## src/rtl/hack_pkg.sv

```systemverilog
// rtl/hack_pkg.sv - shared types and instruction field constants for the Hack multi-cycle CPU
package hack_pkg;

  // Sequencer states of the multi-cycle core
  typedef enum logic [2:0] {
    ST_FETCH  = 3'd0,
    ST_MEM_RD = 3'd1,
    ST_EXEC   = 3'd2,
    ST_MEM_WR = 3'd3,
    ST_HALT   = 3'd4
  } state_e;

  // The a-bit sits a fixed distance below the instruction MSB; the rest of the
  // C-instruction fields keep their Hack positions at the bottom of the word.
  localparam int A_BIT_FROM_MSB = 3;
  localparam int ZX_BIT = 11;
  localparam int NX_BIT = 10;
  localparam int ZY_BIT = 9;
  localparam int NY_BIT = 8;
  localparam int F_BIT  = 7;
  localparam int NO_BIT = 6;
  localparam int D1_BIT = 5;  // dest A
  localparam int D2_BIT = 4;  // dest D
  localparam int D3_BIT = 3;  // dest M
  localparam int J1_BIT = 2;
  localparam int J2_BIT = 1;
  localparam int J3_BIT = 0;

  // Hack jump codes
  localparam logic [2:0] JMP_NEVER  = 3'b000;
  localparam logic [2:0] JMP_JGT    = 3'b001;
  localparam logic [2:0] JMP_JEQ    = 3'b010;
  localparam logic [2:0] JMP_JGE    = 3'b011;
  localparam logic [2:0] JMP_JLT    = 3'b100;
  localparam logic [2:0] JMP_JNE    = 3'b101;
  localparam logic [2:0] JMP_JLE    = 3'b110;
  localparam logic [2:0] JMP_ALWAYS = 3'b111;

  // j1 fires on negative, j2 on zero, j3 on strictly positive
  function automatic logic jump_taken(input logic [2:0] j, input logic ng, input logic zr);
    return (j[2] & ng) | (j[1] & zr) | (j[0] & ~ng & ~zr);
  endfunction

endpackage

```

## src/rtl/hack_alu.sv

```systemverilog
// rtl/hack_alu.sv - combinational Hack ALU with zero/negative flags
module hack_alu #(
  parameter int WIDTH = 16
) (
  input  logic [WIDTH-1:0] x_i,
  input  logic [WIDTH-1:0] y_i,
  input  logic             zx_i,
  input  logic             nx_i,
  input  logic             zy_i,
  input  logic             ny_i,
  input  logic             f_i,
  input  logic             no_i,
  output logic [WIDTH-1:0] out_o,
  output logic             zr_o,
  output logic             ng_o
);

  logic [WIDTH-1:0] x_z, x_n, y_z, y_n, r;

  // Zero/negate each operand, add or AND, optionally negate, then derive flags
  always_comb begin
    x_z   = zx_i ? '0 : x_i;
    x_n   = nx_i ? ~x_z : x_z;
    y_z   = zy_i ? '0 : y_i;
    y_n   = ny_i ? ~y_z : y_z;
    r     = f_i ? (x_n + y_n) : (x_n & y_n);
    out_o = no_i ? ~r : r;
    zr_o  = (out_o == '0);
    ng_o  = out_o[WIDTH-1];
  end

endmodule

```

## src/rtl/hack_cpu_mc.sv

```systemverilog
// rtl/hack_cpu_mc.sv - multi-cycle Hack CPU with handshaked instruction and data memories
module hack_cpu_mc
  import hack_pkg::*;
#(
  parameter int WIDTH = 16,
  parameter int PC_W  = WIDTH - 1
) (
  input  logic             clk,
  input  logic             rst_n,
  output logic [PC_W-1:0]  imem_addr,
  input  logic [WIDTH-1:0] imem_data,
  input  logic             imem_valid,
  output logic             dmem_req,
  output logic             dmem_we,
  output logic [PC_W-1:0]  dmem_addr,
  output logic [WIDTH-1:0] dmem_wdata,
  input  logic [WIDTH-1:0] dmem_rdata,
  input  logic             dmem_ack,
  output logic [PC_W-1:0]  pc,
  output logic             retire,
  output logic             halted
);

  localparam int A_BIT = WIDTH - 1 - A_BIT_FROM_MSB;
  localparam logic [PC_W-1:0] PC_ONE = {{(PC_W-1){1'b0}}, 1'b1};

  state_e           state_q, state_d;
  logic [WIDTH-1:0] a_q, a_d;
  logic [WIDTH-1:0] dreg_q, dreg_d;
  logic [PC_W-1:0]  pc_q, pc_d;
  logic [WIDTH-1:0] ir_q, ir_d;
  logic [WIDTH-1:0] mr_q, mr_d;
  logic [WIDTH-1:0] wdata_q, wdata_d;
  logic             halted_q, halted_d;
  logic             retire_q, retire_d;

  logic [WIDTH-1:0] alu_out;
  logic             alu_zr, alu_ng;
  logic             do_commit;

  // ALU operands stay stable from EXEC through MEM_WR (A, D and M_r only change
  // at commit), so its result and flags are still valid when a write completes.
  hack_alu #(.WIDTH(WIDTH)) u_alu (
    .x_i  (dreg_q),
    .y_i  (ir_q[A_BIT] ? mr_q : a_q),
    .zx_i (ir_q[ZX_BIT]),
    .nx_i (ir_q[NX_BIT]),
    .zy_i (ir_q[ZY_BIT]),
    .ny_i (ir_q[NY_BIT]),
    .f_i  (ir_q[F_BIT]),
    .no_i (ir_q[NO_BIT]),
    .out_o(alu_out),
    .zr_o (alu_zr),
    .ng_o (alu_ng)
  );

  // Next-state sequencing and architectural register updates
  always_comb begin
    state_d   = state_q;
    a_d       = a_q;
    dreg_d    = dreg_q;
    pc_d      = pc_q;
    ir_d      = ir_q;
    mr_d      = mr_q;
    wdata_d   = wdata_q;
    halted_d  = halted_q;
    retire_d  = 1'b0;
    do_commit = 1'b0;

    case (state_q)
      ST_FETCH: begin
        if (imem_valid) begin
          ir_d    = imem_data;
          state_d = (imem_data[WIDTH-1] && imem_data[A_BIT]) ? ST_MEM_RD : ST_EXEC;
        end
      end
      ST_MEM_RD: begin
        if (dmem_ack) begin
          mr_d    = dmem_rdata;
          state_d = ST_EXEC;
        end
      end
      ST_EXEC: begin
        if (!ir_q[WIDTH-1]) begin
          a_d      = {1'b0, ir_q[WIDTH-2:0]};
          pc_d     = pc_q + PC_ONE;
          retire_d = 1'b1;
          state_d  = ST_FETCH;
        end else if (ir_q[D3_BIT]) begin
          wdata_d = alu_out;
          state_d = ST_MEM_WR;
        end else begin
          do_commit = 1'b1;
        end
      end
      ST_MEM_WR: begin
        if (dmem_ack) do_commit = 1'b1;
      end
      default: ;  // ST_HALT: frozen until reset
    endcase

    if (do_commit) begin
      if (ir_q[D1_BIT]) a_d = alu_out;
      if (ir_q[D2_BIT]) dreg_d = alu_out;
      pc_d     = jump_taken(ir_q[2:0], alu_ng, alu_zr) ? a_q[PC_W-1:0] : pc_q + PC_ONE;
      retire_d = 1'b1;
      // An unconditional jump to itself can never make progress: park the core
      if (ir_q[2:0] == JMP_ALWAYS && a_q[PC_W-1:0] == pc_q) begin
        halted_d = 1'b1;
        state_d  = ST_HALT;
      end else begin
        state_d = ST_FETCH;
      end
    end
  end

  // State register with asynchronous clear; an access in flight is simply dropped
  always_ff @(posedge clk or negedge rst_n) begin
    if (!rst_n) begin
      state_q  <= ST_FETCH;
      a_q      <= '0;
      dreg_q   <= '0;
      pc_q     <= '0;
      ir_q     <= '0;
      mr_q     <= '0;
      wdata_q  <= '0;
      halted_q <= 1'b0;
      retire_q <= 1'b0;
    end else begin
      state_q  <= state_d;
      a_q      <= a_d;
      dreg_q   <= dreg_d;
      pc_q     <= pc_d;
      ir_q     <= ir_d;
      mr_q     <= mr_d;
      wdata_q  <= wdata_d;
      halted_q <= halted_d;
      retire_q <= retire_d;
    end
  end

  assign imem_addr  = pc_q;
  assign pc         = pc_q;
  assign retire     = retire_q;
  assign halted     = halted_q;
  assign dmem_req   = (state_q == ST_MEM_RD) || (state_q == ST_MEM_WR);
  assign dmem_we    = (state_q == ST_MEM_WR);
  assign dmem_addr  = a_q[PC_W-1:0];
  assign dmem_wdata = wdata_q;

endmodule

```

## config.mk

```make
export PLATFORM = sky130hd
export DESIGN_NAME = hack_cpu_mc
export DESIGN_NICKNAME = d
export VERILOG_FILES = /design/src/rtl/hack_pkg.sv /design/src/rtl/hack_alu.sv /design/src/rtl/hack_cpu_mc.sv
export SDC_FILE = /design/constraint.sdc
export NUM_CORES = 1
export LEC_CHECK = 0
export ABC_AREA = 1
export BUFFER_PORTS_ARGS = -buffer_cell sky130_fd_sc_hd__buf_4
export CORE_AREA = 8 8 125 127
export DETAILED_ROUTE_END_ITERATION = 16
export DIE_AREA = 0 0 133 135
export PLACE_DENSITY_LB_ADDON = 0.1
export SYNTH_ARGS = -nofsm -noshare
export SYNTH_HDL_FRONTEND = slang
export SYNTH_HIERARCHICAL = 1
export SYNTH_SLANG_ARGS = --single-unit
```

## constraint.sdc

```tcl
create_clock -name clk -period 7.42 [get_ports clk]
set_input_delay 0 -clock clk [delete_from_list [all_inputs] [get_ports clk]]
set_output_delay 0 -clock clk [all_outputs]
set_load 0.02 [all_outputs]
```

; ---- Word level (Yosys, flattened, before mapping)
; Cells that the tools add are included.
; Widths: inputs -> output; s select.
[op_classes]
addsub = 2
mux = 30
eq_ne = 9
n_reduce_logical = 14
bitwise = 12
[ops]
columns = op, n
row1 = $mux 16, 11
row2 = $mux 15, 4
row3 = $not 16->16, 3
row4 = $mux 3, 6
row5 = $add 16x16->16, 1
row6 = $and 16x16->16, 1
row7 = $logic_not 16->1, 1
row8 = $add 15x1->15 const B, 1
row9 = $eq 15x15->1, 1
row10 = $reduce_and 2->1, 5
row11 = $pmux 3 s3, 1
row12 = $eq 3x2->1 const B, 2
row13 = $mux 1, 6
row14 = $ne 3x3->1 const B, 2
row15 = $and 1x1->1, 4
row16 = $ne 4x4->1 const B, 1
row17 = $reduce_and 4->1, 1
row18 = $reduce_bool 4->1, 1
row19 = $eq 3x1->1 const B, 1
row20 = $eq 3x3->1 const B, 1
row21 = $logic_not 3->1, 1
row22 = $reduce_and 3->1, 1
row23 = $logic_and 1x1->1, 2
row24 = $mux 2, 1
row25 = 6 further kinds, 8
[word_totals]
ff_bits = 100
word_cells = 76
output_inout_bits = 65
inputBits = 36

; ---- Logic depth before layout (Yosys ltp)
[logic_depth]
depth_word = 14
mapped_depth = 31
ltp_nobuf = 30

; ---- Modules after synthesis
; Netlist, hierarchy kept.
[modules_own_cells]
columns = module, cells_each, area_per_inst_um2, n_inst, seq_area_each_um2
row1 = hack_cpu_mc, 633, 5290.1, 1, 2502.4
row2 = hack_alu, 419, 2089.5, 1, 0.0

; ---- Least setup slack after synthesis
; OpenSTA, ideal clock, no wires.
[synth_timing]
kind = flip-flop to flip-flop
from = reg ir_q[8]
to = reg pc_q[5], in the netlist imem_addr[5]
path_stages_with_launch = 24
setup_ns = 0.127
n_path_buf = 3
period_less_slack_ns = 3.638
path_slack_ns = 3.782
arrival_time_ns = 3.512
t_required_ns = 7.293
cell_sequence = dfrtp_1 > clkbuf_1 > buf_2 > xor2_1 > inv_1 > ha_1 > fa_1 > nand2_1 > nand2_1 > xor2_1 > nand2_1 > nor2_1 > nand3_1 > nor2_1 > nand3_1 > nor2_1 > nand2_1 > nor2_1 > nand2_1 > nand3_1 > clkbuf_1 > nand3_1 > nand3_1 > o21ai_0
[synth_between]
elab_chain_cells = 11
word_cells_on_any_way = 17
cone_classes = add/sub (1) / mux (5) / bitwise (10) / reduce/logical (1)
[synth_lines]
columns = element, line
row1 = from (decl), hack_cpu_mc.sv:31  ; logic [WIDTH-1:0] ir_q, ir_d;
row2 = from (signal assigned), hack_cpu_mc.sv:134  ; ir_q <= ir_d;
row3 = $mux 16 (*), hack_alu.sv:25  ; y_n = ny_i ? ~y_z : y_z;
row4 = $add 16x16->16 or $and 16x16->16 (tied branches), hack_alu.sv:26  ; r = f_i ? (x_n + y_n) : (x_n & y_n);
row5 = $mux 16 (*), hack_alu.sv:26
row6 = $not 16->16, hack_alu.sv:27  ; out_o = no_i ? ~r : r;
row7 = $mux 16 (*), hack_alu.sv:27
row8 = $logic_not 16->1 (*), hack_alu.sv:28  ; zr_o = (out_o == '0);
row9 = via alu_zr, hack_cpu_mc.sv:38  ; logic alu_zr, alu_ng;
row10 = $and 1x1->1 or $not 1->1 (tied branches), hack_pkg.sv:41  ; return (j[2] & ng) | (j[1] & zr) | (j[0] & ~ng & ~zr);
row11 = $or 1x1->1 or $and 1x1->1 (tied branches), hack_pkg.sv:41
row12 = $or 1x1->1 (*), hack_pkg.sv:41
row13 = $mux 15 (*), hack_cpu_mc.sv:105  ; pc_d = jump_taken(ir_q[2:0], alu_ng, alu_zr) ? a_q[PC_W-1:0] : pc_q + PC_ONE;
row14 = $mux 15 (*), hack_cpu_mc.sv:102  ; if (do_commit) begin
row15 = to (signal assigned), hack_cpu_mc.sv:133  ; pc_q <= pc_d;
row16 = to (decl), hack_cpu_mc.sv:30  ; logic [PC_W-1:0] pc_q, pc_d;
; The timed path passes the listed nets; every way through them passes the cells marked *.
; A chain may end at the register's enable or synchronous reset.

; ---- Worst setup path after layout
[layout_timing]
from = reg ir_q[12]
to = reg pc_q[2], in the netlist imem_addr[2]
[layout_between]
elab_chain_cells = 14
word_cells_on_any_way = 20
cone_classes = add/sub (1) / mux (7) / bitwise (11) / reduce/logical (1)
[layout_lines]
columns = element, line
row1 = $mux 16 (*), hack_cpu_mc.sv:45  ; .y_i (ir_q[A_BIT] ? mr_q : a_q),
row2 = $mux 16 (*), hack_alu.sv:24  ; y_z = zy_i ? '0 : y_i;
row3 = $not 16->16, hack_alu.sv:25
row4 = $mux 16 (*), hack_alu.sv:25
row5 = $add 16x16->16 or $and 16x16->16 (tied branches), hack_alu.sv:26
row6 = $mux 16 (*), hack_alu.sv:26
row7 = $not 16->16, hack_alu.sv:27
row8 = $mux 16 (*), hack_alu.sv:27
row9 = via alu_out[14], hack_cpu_mc.sv:37  ; logic [WIDTH-1:0] alu_out;
row10 = $logic_not 16->1 (*), hack_alu.sv:28
row11 = via alu_zr, hack_cpu_mc.sv:38
row12 = $and 1x1->1 or $not 1->1 (tied branches), hack_pkg.sv:41
row13 = $or 1x1->1 or $and 1x1->1 (tied branches), hack_pkg.sv:41
row14 = $or 1x1->1 (*), hack_pkg.sv:41
row15 = $mux 15 (*), hack_cpu_mc.sv:105
row16 = $mux 15 (*), hack_cpu_mc.sv:102
; Marked as above.

==> flow_metrics.py <==
metrics = {
    "status": {
        "status": "finished clean",
    },
    "clocking": {
        "clk_pin_slew_worst_paths_ns": 0.08,
        "worstSkewPairLatency_ns": 0.36,
        "cts_tree": "built",
        "h-tree-depth": 3,
        "numCtsBuffers": 9,
        "cts_root_buffer": "clkbuf_16",
        "ctsResizeCount": 0,
        "cts_buffer_depth": 2,
        "postCtsSetupRepairBufs": 0,
        "clkSinkCount": 100,
        "cts-hold-fix-buffers": 33,
    },
    "power_and_ir_drop": {
        "cellPowerDensity_nw_per_um2": 128.2,
        "p_leak_uw": 0.004887,
        "max-vdd-ir-drop_v": 0.0001455,
    },
    "global_routing": {
        "grt_start_max_net_pins": 59,
        "grt.busiest_layer": "met2",
        "grt_remaining_overflow": 0,
        "use_met2": 0.3629,
        "grt_pass1_vias": 6270,
        "antenna_found_initial": 0,
        "grt_use_total": 0.2369,
        "grt.met1_usage": 0.3283,
        "use_met3": 0.04941,
        "grt_pass1_wl_um": 33530,
    },
    "yosys": {
        "syn-cell-area_um2": 7380,
        "synth_area_leaders": "dfrtp_1 34%, nand2_1 18%, inv_1 7.7%",
        "synth_fp_nets": 1106,
        "yosysTopAreaCell": "dfrtp_1",
        "synth_cell_types": 36,
        "synth_top_area_share": 0.3391,
        "yosysWarnings": 6,
        "synth_edf_count": 0,
        "async_reset_ff_frac": 1.000,
        "yosysMostFrequentCell": "nand2_1",
        "ys_ff_latch": 100,
        "synth_cells": 1052,
        "avgSynthCellArea_um2": 7.015,
        "seq_area_frac_synth": 0.3391,
        "synthFlopType": "dfrtp_1",
        "synth_common_cells": "362 x nand2_1, 151 x inv_1, 106 x nand3_1, 100 x dfrtp_1, 67 x o21ai_0",
    },
    "die": {
        "initial_core_util": 0.5421,
        "die_area_um2": 17960,
        "core_area_um2": 13610,
        "std_cell_rows": 43,
        "die_h_um": 135,
        "die_x_um": 133,
        "io_pins": 101,
    },
    "sta": {
        "fmax_ghz": 0.2058,
        "fin_crit_ns": 4.858,
        "drv_slew": 0,
        "slew_headroom": 0.3241,
        "skew_ns": 0.007810,
        "finalSetupTns_ns": 0,
        "setup_viol": 0,
        "worst_pin_slew_ns": 1.013,
        "rsz0062_at_grt": "no",
        "fin_crit_sh": 0.6548,
        "hold_viol": 0,
    },
    "finish": {
        "stdcell_area_um2": 8528,
        "instances_no_fill": 1317,
        "drive_above_1_share": 0.1539,
        "antenna_cells": 0,
        "nets": 1186,
        "fin_util": 0.6265,
        "syn2layout_area_growth_pct": 15.56,
        "fill_cells": 1271,
    },
    "detailed_routing": {
        "drc": 0,
        "wire_per_inst_um": 16.12,
        "postRouteAntennaNets": 0,
        "dr.pass1.iters": 6,
        "vias": 6871,
        "wirelength_um": 21230,
        "vias_per_cell": 5.217,
        "drtIter0Drc": 616,
    },
    "setup_path": {
        "max_stage_delay_ns": 0.89,
        "critical_path_required_ns": 7.65,
        "slowest_stage": "dfrtp_1",
        "reg2reg_slack_ns": 2.56,
        "r2r-end": "imem_addr[2]",
        "cp_max_fo": 33,
        "cp-endpoint": "imem_addr[2]",
        "endpoint_kind": "flop",
        "crit_type": "flop to flop",
        "worst_ep_arrival_time_ns": 5.08,
        "worst_r2r_path_depth": 26,
        "r2r-start": "ir_q[12]",
        "crit_start": "ir_q[12]",
        "startpoint_type": "flop",
        "cpMostUsedCell": "nand2_1",
    },
    "worst_hold_path": {
        "hold_path_class": "input pin to flop",
    },
    "job": {
        "max_cap_viol_count": 0,
    },
    "place": {
        "io_buffers": 100,
        "dp.final_hpwl_um": 15770,
        "post_dp_cell_area_um2": 7876,
        "gp_congestion": 0.8804,
        "dp.cells": 1268,
    },
}
[state kept, by name, indices dropped and copies added (netlist names)]
name / count
dreg_q: 16
mr_q: 16
imem_addr: 15
ir_q: 16
a_q: 16
dmem_wdata: 16
halted: 1
retire: 1
state_q: 3
[kinds of logic (layout without fill, tap and decap cells)]
kind of cell / count (synthesis) / count (layout) / share of synthesized area
buf+inv: 220 / 305 / 0.1453
flops: 100 / 100 / 0.3391
fa+ha+maj: 18 / 18 / 0.03154
compound gates: 93 / 93 / 0.06341
mux: 32 / 32 / 0.05392
xor+xnor: 41 / 41 / 0.04866
simple gates: 548 / 548 / 0.3181
[metrics by stage]
| stage | setup WS [ns] | hold WS [ns] | total power, µW |
|---|---|---|---|
| after floorplan | 3.782 | -0.2956 | 556.4 |
| after global placement | 2.736 | 0.02504 | 583.1 |
| after detailed placement | 2.607 | 0.02294 | 582.9 |
| after CTS | 2.612 | 0.1351 | 1103 |
| after global routing | 2.120 | 0.1373 | 1128 |
| final | 2.562 | 0.1339 | 1094 |
[how the worst min path moves through the flow]
stage,startpoint,to,slack (ns),depth (start not counted)
detailed placement,rst_n,dmem_wdata[11],0.02,1
global placement,rst_n,dmem_wdata[13],0.03,1
CTS,imem_valid,ir_q[15],0.14,3
global route,imem_valid,ir_q[15],0.14,3
finish,imem_valid,ir_q[15],0.13,3
floorplan,rst_n,a_q[0],-0.30,0
[report_power, final]
part,total (µW),switching [µW],leakage [µW],internal [µW]
registers,545,0,0.00130,545
logic,41.4,17.7,0.00343,23.7
clock network,508,230,0.000154,278
total,1090,248,0.00489,846
[metal layers]
metal,up-vias,part of all wire
met2,248,0.45
met1,3188,0.46
met4,0,0.017
li1,3410,-
met5,-,0
met3,25,0.079
[cell usage in the layout, fill, tap and decap left out, types with 15 or more instances in the layout]
master,Yosys,routed
dfrtp_1,100,100
buf_4,35,102
nor2_1,42,42
o21ai_1,15,15
o21ai_0,67,67
nand3_1,106,106
nand2_1,362,362
inv_1,151,151
mux2_2,22,22
xor2_1,39,39
dlygate4sd3_1,0,33
ha_1,17,17
[critical path: cells and delay by family, from the launching register on]
family,cells,cell delay [ns]
AND/OR/NAND/NOR,19,2.52
buffers and inverters,2,0.13
flip-flops,1,0.89
adder cells (fa/ha/maj),2,0.69
XOR/XNOR,1,0.15
AO/OA/AOI/OAI,2,0.33
[cell type report]
type                            instances  area, µm²  area share
Tap cell                              180      225.2     0.02641
Inverter                              154      578.1     0.06778
Sequential cell                       100       2502      0.2934
Clock buffer                           10      239.0     0.02802
Clock inverter                          6      82.58    0.009683
Multi-Input combinational cell        732       3805      0.4462
Timing Repair Buffer                  135       1096      0.1285
(Power assumes the default switching activity.)
